File: config.mk
export PLATFORM = sky130hd
export DESIGN_NAME = playback_sequencer
export DESIGN_NICKNAME = d
export VERILOG_FILES = /design/src/rtl/playback_sequencer_pkg.sv /design/src/rtl/playback_sequencer_button_sync.sv /design/src/rtl/playback_sequencer.sv
export SDC_FILE = /design/constraint.sdc
export NUM_CORES = 1
export LEC_CHECK = 0
export CAP_MARGIN = 30
export CORE_UTILIZATION = 45
export DETAILED_ROUTE_END_ITERATION = 7
export GPL_TIMING_DRIVEN = 0
export PLACE_DENSITY = 0.59
export SLEW_MARGIN = 10
export SYNTH_ARGS = -nofsm -noshare
export SYNTH_HDL_FRONTEND = slang
export SYNTH_SLANG_ARGS = --single-unit
File: constraint.sdc
create_clock -name clk -period 2.3 [get_ports clk]
set_clock_uncertainty 0.05 [all_clocks]
set_input_delay 0.46 -clock clk [delete_from_list [all_inputs] [get_ports clk]]
set_output_delay 0.46 -clock clk [all_outputs]
set_load 0.01 [all_outputs]
File: src/rtl/playback_sequencer_pkg.sv
// Shared encodings for the note recorder transport controller.
package playback_sequencer_pkg;

    typedef enum logic [1:0] {
        ST_STOP = 2'd0,
        ST_PLAY = 2'd1,
        ST_REC  = 2'd2
    } state_e;

    localparam int BM1     = 0;
    localparam int BM2     = 1;
    localparam int BM3     = 2;
    localparam int BM4     = 3;
    localparam int BTN_RUN = 4;
    localparam int NUM_BM  = 4;

endpackage

File: src/rtl/playback_sequencer_button_sync.sv
// Two-flop synchronizer for a raw button, followed by a rising-edge one-cycle pulse.
module button_sync (
    input  logic clk,
    input  logic rst_n,
    input  logic d_in,
    output logic pulse
);

    logic meta_q;
    logic sync_q;
    logic prev_q;

    always_ff @(posedge clk or negedge rst_n) begin
        if (!rst_n) begin
            meta_q <= 1'b0;
            sync_q <= 1'b0;
            prev_q <= 1'b0;
        end else begin
            meta_q <= d_in;
            sync_q <= meta_q;
            prev_q <= sync_q;
        end
    end

    assign pulse = sync_q & ~prev_q;

endmodule

File: src/rtl/playback_sequencer.sv
// Transport controller: play/record/stop at a fixed note rate, bookmarks and memory write strobe.
module playback_sequencer
    import playback_sequencer_pkg::*;
#(
    parameter int LEN       = 65000,
    parameter int LEN_LOG_2 = 16,
    parameter int TICK_DIV  = 100000
) (
    input  logic                 clk,
    input  logic                 reset,
    input  logic [4:0]           b,
    input  logic                 sw1,
    input  logic                 loop_en,
    output logic [LEN_LOG_2-1:0] addr,
    output logic                 write_enable,
    output logic                 step,
    output logic [1:0]           state,
    output logic                 full
);

    localparam int CNT_W = (TICK_DIV > 1) ? $clog2(TICK_DIV) : 1;
    localparam logic [CNT_W-1:0]     CNT_LAST  = CNT_W'(TICK_DIV - 1);
    localparam logic [LEN_LOG_2-1:0] ADDR_LAST = LEN_LOG_2'(LEN - 1);

    logic [4:0]           btn_pulse;
    logic                 sw_meta_q, sw_sync_q;
    state_e               state_q, state_d;
    logic [LEN_LOG_2-1:0] addr_q, addr_d;
    logic [CNT_W-1:0]     cnt_q, cnt_d;
    logic                 full_q, full_d;
    logic [LEN_LOG_2-1:0] mark_q [NUM_BM];
    logic [LEN_LOG_2-1:0] mark_d [NUM_BM];
    logic                 bm_hit;
    logic [1:0]           bm_sel;
    logic                 running;
    logic                 tick;

    for (genvar gi = 0; gi < 5; gi++) begin : g_btn
        button_sync u_sync (
            .clk   (clk),
            .rst_n (reset),
            .d_in  (b[gi]),
            .pulse (btn_pulse[gi])
        );
    end

    // Record switch only needs a clean level, no edge detection.
    always_ff @(posedge clk or negedge reset) begin
        if (!reset) begin
            sw_meta_q <= 1'b0;
            sw_sync_q <= 1'b0;
        end else begin
            sw_meta_q <= sw1;
            sw_sync_q <= sw_meta_q;
        end
    end

    // Descending scan so the lowest-numbered bookmark wins.
    always_comb begin
        bm_hit = 1'b0;
        bm_sel = 2'd0;
        for (int i = NUM_BM - 1; i >= 0; i--) begin
            if (btn_pulse[i]) begin
                bm_hit = 1'b1;
                bm_sel = i[1:0];
            end
        end
    end

    always_comb begin
        state_d      = state_q;
        addr_d       = addr_q;
        cnt_d        = cnt_q;
        full_d       = full_q;
        mark_d       = mark_q;
        step         = 1'b0;
        write_enable = 1'b0;
        running      = (state_q != ST_STOP);
        tick         = running && (cnt_q == CNT_LAST);

        if (!running) begin
            if (bm_hit) mark_d[bm_sel] = addr_q;
            if (btn_pulse[BTN_RUN]) begin
                state_d = sw_sync_q ? ST_REC : ST_PLAY;
                full_d  = 1'b0;
            end
        end else begin
            state_d = sw_sync_q ? ST_REC : ST_PLAY;
            cnt_d   = tick ? '0 : cnt_q + 1'b1;
            if (bm_hit) begin
                addr_d = mark_q[bm_sel];
                cnt_d  = '0;
            end else if (tick) begin
                step         = 1'b1;
                write_enable = (state_q == ST_REC);
                if (state_q == ST_PLAY && loop_en && addr_q == mark_q[BM4]) begin
                    addr_d = mark_q[BM1];
                end else if (addr_q == ADDR_LAST) begin
                    addr_d = '0;
                    if (state_q == ST_REC) begin
                        state_d = ST_STOP;
                        full_d  = 1'b1;
                    end
                end else begin
                    addr_d = addr_q + 1'b1;
                end
            end
            if (btn_pulse[BTN_RUN]) state_d = ST_STOP;
        end

        if (state_d == ST_STOP) cnt_d = '0;
    end

    always_ff @(posedge clk or negedge reset) begin
        if (!reset) begin
            state_q <= ST_STOP;
            addr_q  <= '0;
            cnt_q   <= '0;
            full_q  <= 1'b0;
            for (int i = 0; i < NUM_BM; i++) mark_q[i] <= '0;
        end else begin
            state_q <= state_d;
            addr_q  <= addr_d;
            cnt_q   <= cnt_d;
            full_q  <= full_d;
            mark_q  <= mark_d;
        end
    end

    assign addr  = addr_q;
    assign state = state_q;
    assign full  = full_q;

endmodule

# After elaboration in Yosys (flattened, before gate mapping)
# Index checks and enable logic that the tools add are counted.
[totals]
reg_bits = 117
inputBits = 9
output_inout_bits = 21
wordCells = 107
[op_classes]
n_addsub = 2
order_cmp = 2
eq_ne = 10
n_mux = 44
bitwise_logic = 12
n_reduce_logical = 12
[op_table]
columns = ["cell", "count"]
rows = [
  ["$mux W16", 7],
  ["$mux W17", 4],
  ["$bwmux W64", 1],
  ["$bmux W16 S2", 1],
  ["$demux W16 S2", 1],
  ["$mux W2", 13],
  ["$add A17 B1 Y17 const B", 1],
  ["$eq A17 B17 Y1 const B", 1],
  ["$mux W1", 17],
  ["$add A16 B1 Y16 const B", 1],
  ["$eq A16 B16 Y1", 1],
  ["$eq A16 B16 Y1 const B", 1],
  ["$reduce_bool A2 Y1", 4],
  ["$ne A2 B1 Y1 const B", 3],
  ["$not A1 Y1", 6],
  ["$reduce_and A6 Y1", 1],
  ["$and A1 B1 Y1", 5],
  ["$logic_and A1 B1 Y1", 4],
  ["$ne A2 B2 Y1 const B", 2],
  ["$reduce_and A2 Y1", 2],
  ["$ge A3 B3 Y1 const B", 1],
  ["$lt A3 B1 Y1 const B", 1],
  ["$not A2 Y3", 1],
  ["$eq A2 B1 Y1 const B", 1],
  ["2 further kinds", 2],
]

# Longest topological paths before layout
# Gate-level depths: netlist of the first run.
[depth]
depth_word = 12
ltp_mapped = 10
mapped_depth_nobuf = 7

# Hierarchy
# Synthesis of the first run repeated with hierarchy kept, for this count alone.
[unflattened]
hier_cells = 554
hier_area_um2 = 5940.7
[modules_own_cells]
columns = ["module", "instances", "cells_each", "area_each_um2", "seq_area_each_um2"]
rows = [
  ["playback_sequencer", 1, 534, 5496.5, 2552.4],
  ["button_sync", 5, 4, 88.8, 75.1],
]

# Least setup slack after synthesis of the first run
# OpenSTA, ideal clock, no wires.
[synth_timing]
kind = "reg2out"
from = "register cnt_q[0]"
to = "output port step"
arrival_time_ps = 1539
required_ps = 1790
slack_ps = 251
path_stages_with_launch = 8
path_buffers = 3
cell_sequence = "dfrtp_1 ha_1 and3_1 and4_1 buf_6 and2_4 buf_6 buf_6"
[synth_between]
elab_chain_cells = 5
[synth_lines]
columns = ["item", "line", "source"]
rows = [
  ["from (decl)", "playback_sequencer.sv:29", "logic [CNT_W-1:0] cnt_q, cnt_d;"],
  ["from (signal assigned)", "playback_sequencer.sv:124", "cnt_q <= cnt_d;"],
  ["$eq A17 B17 Y1", "playback_sequencer.sv:79", "tick = running && (cnt_q == CNT_LAST);"],
  ["$logic_and A1 B1 Y1", "playback_sequencer.sv:79", ""],
  ["$mux W1", "playback_sequencer.sv:93", "end else if (tick) begin"],
  ["$mux W1", "playback_sequencer.sv:90", "if (bm_hit) begin"],
  ["$mux W1", "playback_sequencer.sv:81", "if (!running) begin"],
  ["to (decl)", "playback_sequencer.sv:16", "output logic step,"],
]
# No other way between the ends.

# Worst setup path in the final report of the first run
[layout_timing]
from = "register cnt_q[6]"
to = "output port step"
# Same word-level chain as after synthesis.

==> results.yml, run 1 <==
run_status:
  status: "finished, violations left"
  violations: "setup timing"
cts:
  clk_pin_slew_worst_paths_ns: 0.05
  cts_tree: "built"
  htree_levels: 4
  cts.sinks: 117
  clockBufferDepth: 2
  cts_root_buffer: "clkbuf_16"
  clk_latency_ns: 0.42
  cts_made_buffers: 17
die:
  io_pins: 30
  core_area_mm2: 0.01324
  die_area_mm2: 0.01406
  rows: 42
  die_h_um: 118.6
  die_w_um: 118.6
  start_util: 0.4617
drt:
  dr.pass1.iters: 5
  first_iter_violations: 302
  remaining_drc_errors: 0
  wire_per_inst_um: 20.81
  vias_per_cell: 5.923
  final_antenna_net_count: 0
  num_vias: 4768
  wl_um: 16760
critical_path:
  arrival_ns: 1.90
  max_stage_delay_ns: 0.42
  crit_required_ns: 1.79
  critPathLaunchType: "flop"
  worst-path-buf-inv: 3
  crit_top_cell: "buf_6"
  critPathCaptureType: "primary output"
  crit_chain: "nand4bb_4, nor3_2, and4_1, buf_6, and2_4, buf_8, buf_6"
  worst-path-max-fanout: 6
  critPathSlowestCell: "dfrtp_1"
  crit_family: "simple AND/OR/NAND/NOR gates"
  crit_type: "reg -> out"
placement:
  place_hpwl_um: 10880
  place_congestion: 0.8709
  io_buffers: 29
  dp.cells: 753
synth:
  syn_area_per_cell_um2: 11.18
  ys_seq_area_frac: 0.4788
  ys_seq_elements: 117
  synth-edff-count: 0
  synthCells: 547
  synth_cell_types: 61
  post-synth-top-count-cell: "dfrtp_1"
  synth_ff_type: "dfrtp_1"
  synth.area.top_cells: "dfrtp_1 (48%), mux2_2 (11%), xnor2_1 (3.4%), o221a_2 (2.9%), nand2_1 (2.3%)"
  synth.top_cell.area_share: 0.4788
  yosysTopAreaCell: "dfrtp_1"
  syn_nets: 558
  yosysWarnings: 0
  synth.cell_area_mm2: 0.006115
  synth_commonest_cells: "dfrtp_1 (117), mux2_2 (58), nand2_1 (38), nor2_1 (28), o21ai_0 (28)"
  ys_async_sr_fraction: 1.000
sta:
  min_period_over_period: 1.047
  report.final.slew_viol_count: 0
  setup_viol: 2
  clock.fmax_mhz: 415.4
  relSlewSlack: 0.6063
  rsz0062_at_grt: "true"
  fin_ws_ns: -0.1071
  layout_min_cycle_time_ns: 2.407
  final-hold-violation-count: 0
  worstMarginPinSlew_ns: 0.5899
  hold_slack_ns: 0.2987
  setup_tns_ns: -0.1440
min_path:
  hold_path.class: "reg -> reg"
run:
  maxCapViolations: 0
cells_and_area:
  fill_cells: 1128
  drive_above_1_share: 0.3323
  antenna_cells: 0
  final_cells: 805
  multiInputGateArea_mm2: 0.003039
  post-route-util: 0.5769
  area_growth_syn_to_layout_pct: 24.94
  ff_latch_area_mm2: 0.002933
  nNetsFinal: 628
power:
  ir_drop_v: 0.0007663
  powerDensity_mw_per_mm2: 1188
  leakagePower_nw: 3.093
grt:
  overflow: 0
  antenna_found_initial: 0
  grt.total_usage: 0.2544
  grt_start_max_net_pins: 90
  grt_pass1_vias: 4914
  grt_pass1_wl_um: 26830
## path summary, 6_finish.rpt
path                                                  start                          endpoint  slack (ns)  cells past startpoint
setup / recovery                       cnt_q[6]$_DFFE_PN0P_                              step       -0.11                      7
hold / removal             g_btn[3].u_sync.meta_q$_DFF_PN0_  g_btn[3].u_sync.sync_q$_DFF_PN0_        0.30                      0
max in group asynchronous                             reset               addr[1]$_DFFE_PN0P_        1.03                      3
min in group asynchronous                             reset              cnt_q[3]$_DFFE_PN0P_        0.43                      2
setup reg to reg                       cnt_q[1]$_DFFE_PN0P_               addr[4]$_DFFE_PN0P_        0.05                      9
hold reg to reg            g_btn[3].u_sync.meta_q$_DFF_PN0_  g_btn[3].u_sync.sync_q$_DFF_PN0_        0.30                      0
## layout by cell type (no fill, tap or decap), types with 4 or more instances in the layout
cell	instances
nand4_1	10
dfrtp_2	4
a221o_1	10
and4_1	6
nor3_4	5
or3_1	5
mux2i_1	12
inv_1	6
o21ai_0	27
nand3_1	11
nand2b_1	4
clkbuf_16	17
and3_1	10
nand2_1	36
buf_6	12
nor2_1	26
clkbuf_1	4
buf_2	13
clkbuf_8	5
bufinv_16	4
xnor2_1	23
nor3_1	12
buf_4	29
mux2_2	58
o221a_2	16
a21oi_1	22
dfrtp_1	113
a21o_1	5
xor2_1	6
a31oi_1	6
clkdlybuf4s50_1	26
## sequential cells by signal, indices dropped and copies added (netlist names)
register,flops
addr,16
cnt_q,17
full,1
g_btn.u_sync.meta_q,5
g_btn.u_sync.prev_q,5
g_btn.u_sync.sync_q,5
mark_q,64
state,2
sw_meta_q,1
sw_sync_q,1
## power breakdown
| group | leakage, nW | switching [mW] | internal (mW) |
|---|---|---|---|
| Clock | 0.311 | 0.928 | 1.95 |
| Sequential | 1.35 | 0.542 | 2.74 |
| Combinational | 1.43 | 1.42 | 1.50 |
| Total | 3.09 | 2.89 | 6.19 |
## routing by layer
layer / part of all wire / wire length (um) / track usage / vias up
met4: 0.022 / 369 / 0.1084 / 0
met2: 0.48 / 7996 / 0.3962 / 146
met1: 0.45 / 7618 / 0.3393 / 2430
met5: 0 / 0 / 0 / -
li1: - / - / - / 2157
met3: 0.046 / 771 / 0.05985 / 35
## area by class of cell
| class | instances | area share |
|---|---|---|
| Timing Repair Buffer | 54 | 0.06518 |
| Buffer | 37 | 0.03718 |
| Clock buffer | 23 | 0.06518 |
| Sequential cell | 117 | 0.3839 |
| Multi-Input combinational cell | 384 | 0.3978 |
| Inverter | 6 | 0.002948 |
| Clock inverter | 8 | 0.01900 |
| Tap cell | 176 | 0.02882 |
## logic make-up (layout without fill, tap and decap cells)
logic type / Yosys count / after routing / share of synthesized area
buffers and inverters: 46 / 128 / 0.05054
adder cells (fa/ha/maj): 2 / 2 / 0.004092
multiplexers: 70 / 70 / 0.1265
AO/OA/AOI/OAI: 113 / 113 / 0.1340
AND/OR/NAND/NOR: 169 / 169 / 0.1631
XOR/XNOR: 30 / 30 / 0.04297
flip-flops: 117 / 117 / 0.4788
## through the flow
| step | setup slack [ns] | power [mW] | instance area (um^2) |
|---|---|---|---|
| 3_3_place_gp | -3.880 | 5.991 | 6625 |
| 5_1_grt | -0.1835 | 9.563 | 7640 |
| 3_5_place_dp | -0.5466 | 6.078 | 6654 |
| 4_1_cts | -0.1742 | 9.014 | 7510 |
| 6_report | -0.1071 | 9.073 | 7640 |
| 2_1_floorplan | 0.2513 | 5.141 | 6115 |
## what timing repair did
| action | CTS | global route |
|---|---|---|
| hold endpoints to repair | 28 | 0 |
| endpoints found under the setup margin | 54 | 42 |
| cloned | 0 | 0 |
| resized for setup | 28 | 26 |
| pin swaps | 10 | 7 |
| hold buffers | 1 | 0 |
| buffers inserted | 17 | 6 |
Power figures use the tool's default switching activity.
==> run 2: changes to the inputs <==
--- a/config.mk
+++ b/config.mk
@@ -9,7 +9,9 @@
 export CORE_UTILIZATION = 45
 export DETAILED_ROUTE_END_ITERATION = 7
 export GPL_TIMING_DRIVEN = 0
+export MAX_ROUTING_LAYER = met4
 export PLACE_DENSITY = 0.59
+export SETUP_SLACK_MARGIN = 0.02
 export SLEW_MARGIN = 10
 export SYNTH_ARGS = -nofsm -noshare
 export SYNTH_HDL_FRONTEND = slang
==> run 2 against run 1 <==
  * The run still ends with setup timing left
  * Sequential power is essentially flat
  * Final cell count grew 0.50%
  * Via count shrank 0.38%
  * Non-clock buffer count is 4 higher
  * Utilization is 0.36 points higher
  * Critical path type unchanged
  * Critical endpoint unchanged
==> results.yml, run 2 (synthesized netlist as in run 1, its figures left out) <==
cells_and_area:
  drive_above_1_share: 0.3397
  post-route-util: 0.5805
  final_common_cell: "dfrtp_1"
  largest-register: "mark_q"
  nNetsFinal: 632
  final_cells: 809
  fill_cells: 1121
  area_growth_syn_to_layout_pct: 25.72
  fin_area_mm2: 0.007687
  ff_latch_area_mm2: 0.002933
  antenna_cells: 0
  layout_common_cells: "dfrtp_1 (113), mux2_2 (58), nand2_1 (36)"
  multiInputGateArea_mm2: 0.003057
  largest_reg_flops: 64
grt:
  grt.total_usage: 0.2620
  grt_pass1_wl_um: 26810
  grt_start_max_net_pins: 90
  grt_pass1_vias: 4914
  overflow: 0
  antenna_found_initial: 0
critical_path:
  worst-path-buf-inv: 3
  crit_top_cell: "buf_6"
  crit_required_ns: 1.79
  crit_chain: "nand4bb_4, nor3_2, and4_1, buf_6, and2_4, buf_8, buf_6"
  arrival_ns: 1.89
  max_stage_delay_ns: 0.42
  crit_type: "reg -> out"
  critPathLaunchType: "flop"
  worst-path-max-fanout: 6
  crit_family: "simple AND/OR/NAND/NOR gates"
  critPathSlowestCell: "dfrtp_1"
  critPathCaptureType: "primary output"
min_path:
  hold_path.class: "reg -> reg"
die:
  die_h_um: 118.6
  core_area_mm2: 0.01324
  die_w_um: 118.6
  die_area_mm2: 0.01406
  start_util: 0.4617
  rows: 42
  io_pins: 30
placement:
  dp.cells: 753
  place_hpwl_um: 10880
  placed_cell_area_mm2: 0.006654
  io_buffers: 29
  pre_cts_ws_ns: -0.5466
  place_congestion: 0.8851
power:
  ir_drop_v: 0.0007631
  powerDensity_mw_per_mm2: 1185
  leakagePower_nw: 3.126
sta:
  final-hold-violation-count: 0
  clock.fmax_mhz: 417.3
  relSlewSlack: 0.5508
  setup_tns_ns: -0.1240
  fin_ws_ns: -0.09656
  rsz0062_at_grt: "true"
  worstMarginPinSlew_ns: 0.6731
  setup_viol: 2
  min_period_over_period: 1.042
  layout_min_cycle_time_ns: 2.397
  report.final.slew_viol_count: 0
cts:
  htree_levels: 4
  clk_pin_slew_worst_paths_ns: 0.05
  cts_root_buffer: "clkbuf_16"
  clockBufferDepth: 2
  cts_tree: "built"
  clk_latency_ns: 0.43
  cts.sinks: 117
  cts_made_buffers: 17
run_status:
  status: "finished, violations left"
  violations: "setup timing"
drt:
  first_iter_violations: 272
  remaining_drc_errors: 0
  wl_um: 16660
  vias_per_cell: 5.871
  final_antenna_net_count: 0
  wire_per_inst_um: 20.59
  num_vias: 4750
  dr.pass1.iters: 4
run:
  maxCapViolations: 0
==> run 2: changes by cell type in the layout (fill, tap and decap cells not counted), sizes merged <==
cell,previous run,this run
buf,57,61
==> run 2: per-layer routing <==
layer | vias to the layer above | track usage | wire length (um)
met3 | 38 | 0.05598 | 861
met1 | 2403 | 0.3409 | 7522
met2 | 140 | 0.3940 | 7884
li1 | 2169 | - | -
met5 | - | - | 0
met4 | 0 | 0.1163 | 387
==> run 2: layout make-up <==
class | count | share of cell area
plain buffers | 37 | 0.03695
inverters | 6 | 0.002930
repair buffers | 58 | 0.06868
well taps | 176 | 0.02865
clock buffers | 23 | 0.06478
clock inverters | 8 | 0.01888
multi-input cells | 384 | 0.3976
flip-flops and latches | 117 | 0.3815
==> run 2: worst paths after layout <==
kind,from,end,slack (ns),cells after the start
worst max-delay path,cnt_q[6]$_DFFE_PN0P_,step,-0.1,7
worst min-delay path,g_btn[3].u_sync.meta_q$_DFF_PN0_,g_btn[3].u_sync.sync_q$_DFF_PN0_,0.30,0
worst max register to register,addr[8]$_DFFE_PN0P_,addr[7]$_DFFE_PN0P_,0.09,8
worst min register to register,g_btn[3].u_sync.meta_q$_DFF_PN0_,g_btn[3].u_sync.sync_q$_DFF_PN0_,0.30,0
max in group asynchronous,reset,addr[1]$_DFFE_PN0P_,1.03,3
min in group asynchronous,reset,cnt_q[0]$_DFFE_PN0P_,0.43,2
==> run 2: metrics by stage <==
| stage | power [mW] | hold WS [ns] |
|---|---|---|
| floorplan | 5.141 | 0.1144 |
| global placement | 5.991 | 0.2815 |
| detailed placement | 6.078 | 0.2863 |
| CTS | 9.012 | 0.3009 |
| global route | 9.592 | 0.3097 |
| finish | 9.108 | 0.2985 |
==> run 2: timing repair <==
item                                    CTS  global route
endpoints found under the hold margin    28             0
pin swaps                                11             9
hold buffers                              1             0
buffers inserted                         17            11
gates resized for setup                  29            29
endpoints found under the setup margin   57            45
==> run 2: power by group <==
group	internal (mW)	switching, mW	total (mW)
clock network	1.94	0.925	2.87
registers	2.74	0.546	3.29
logic	1.51	1.43	2.95
total	6.20	2.90	9.11
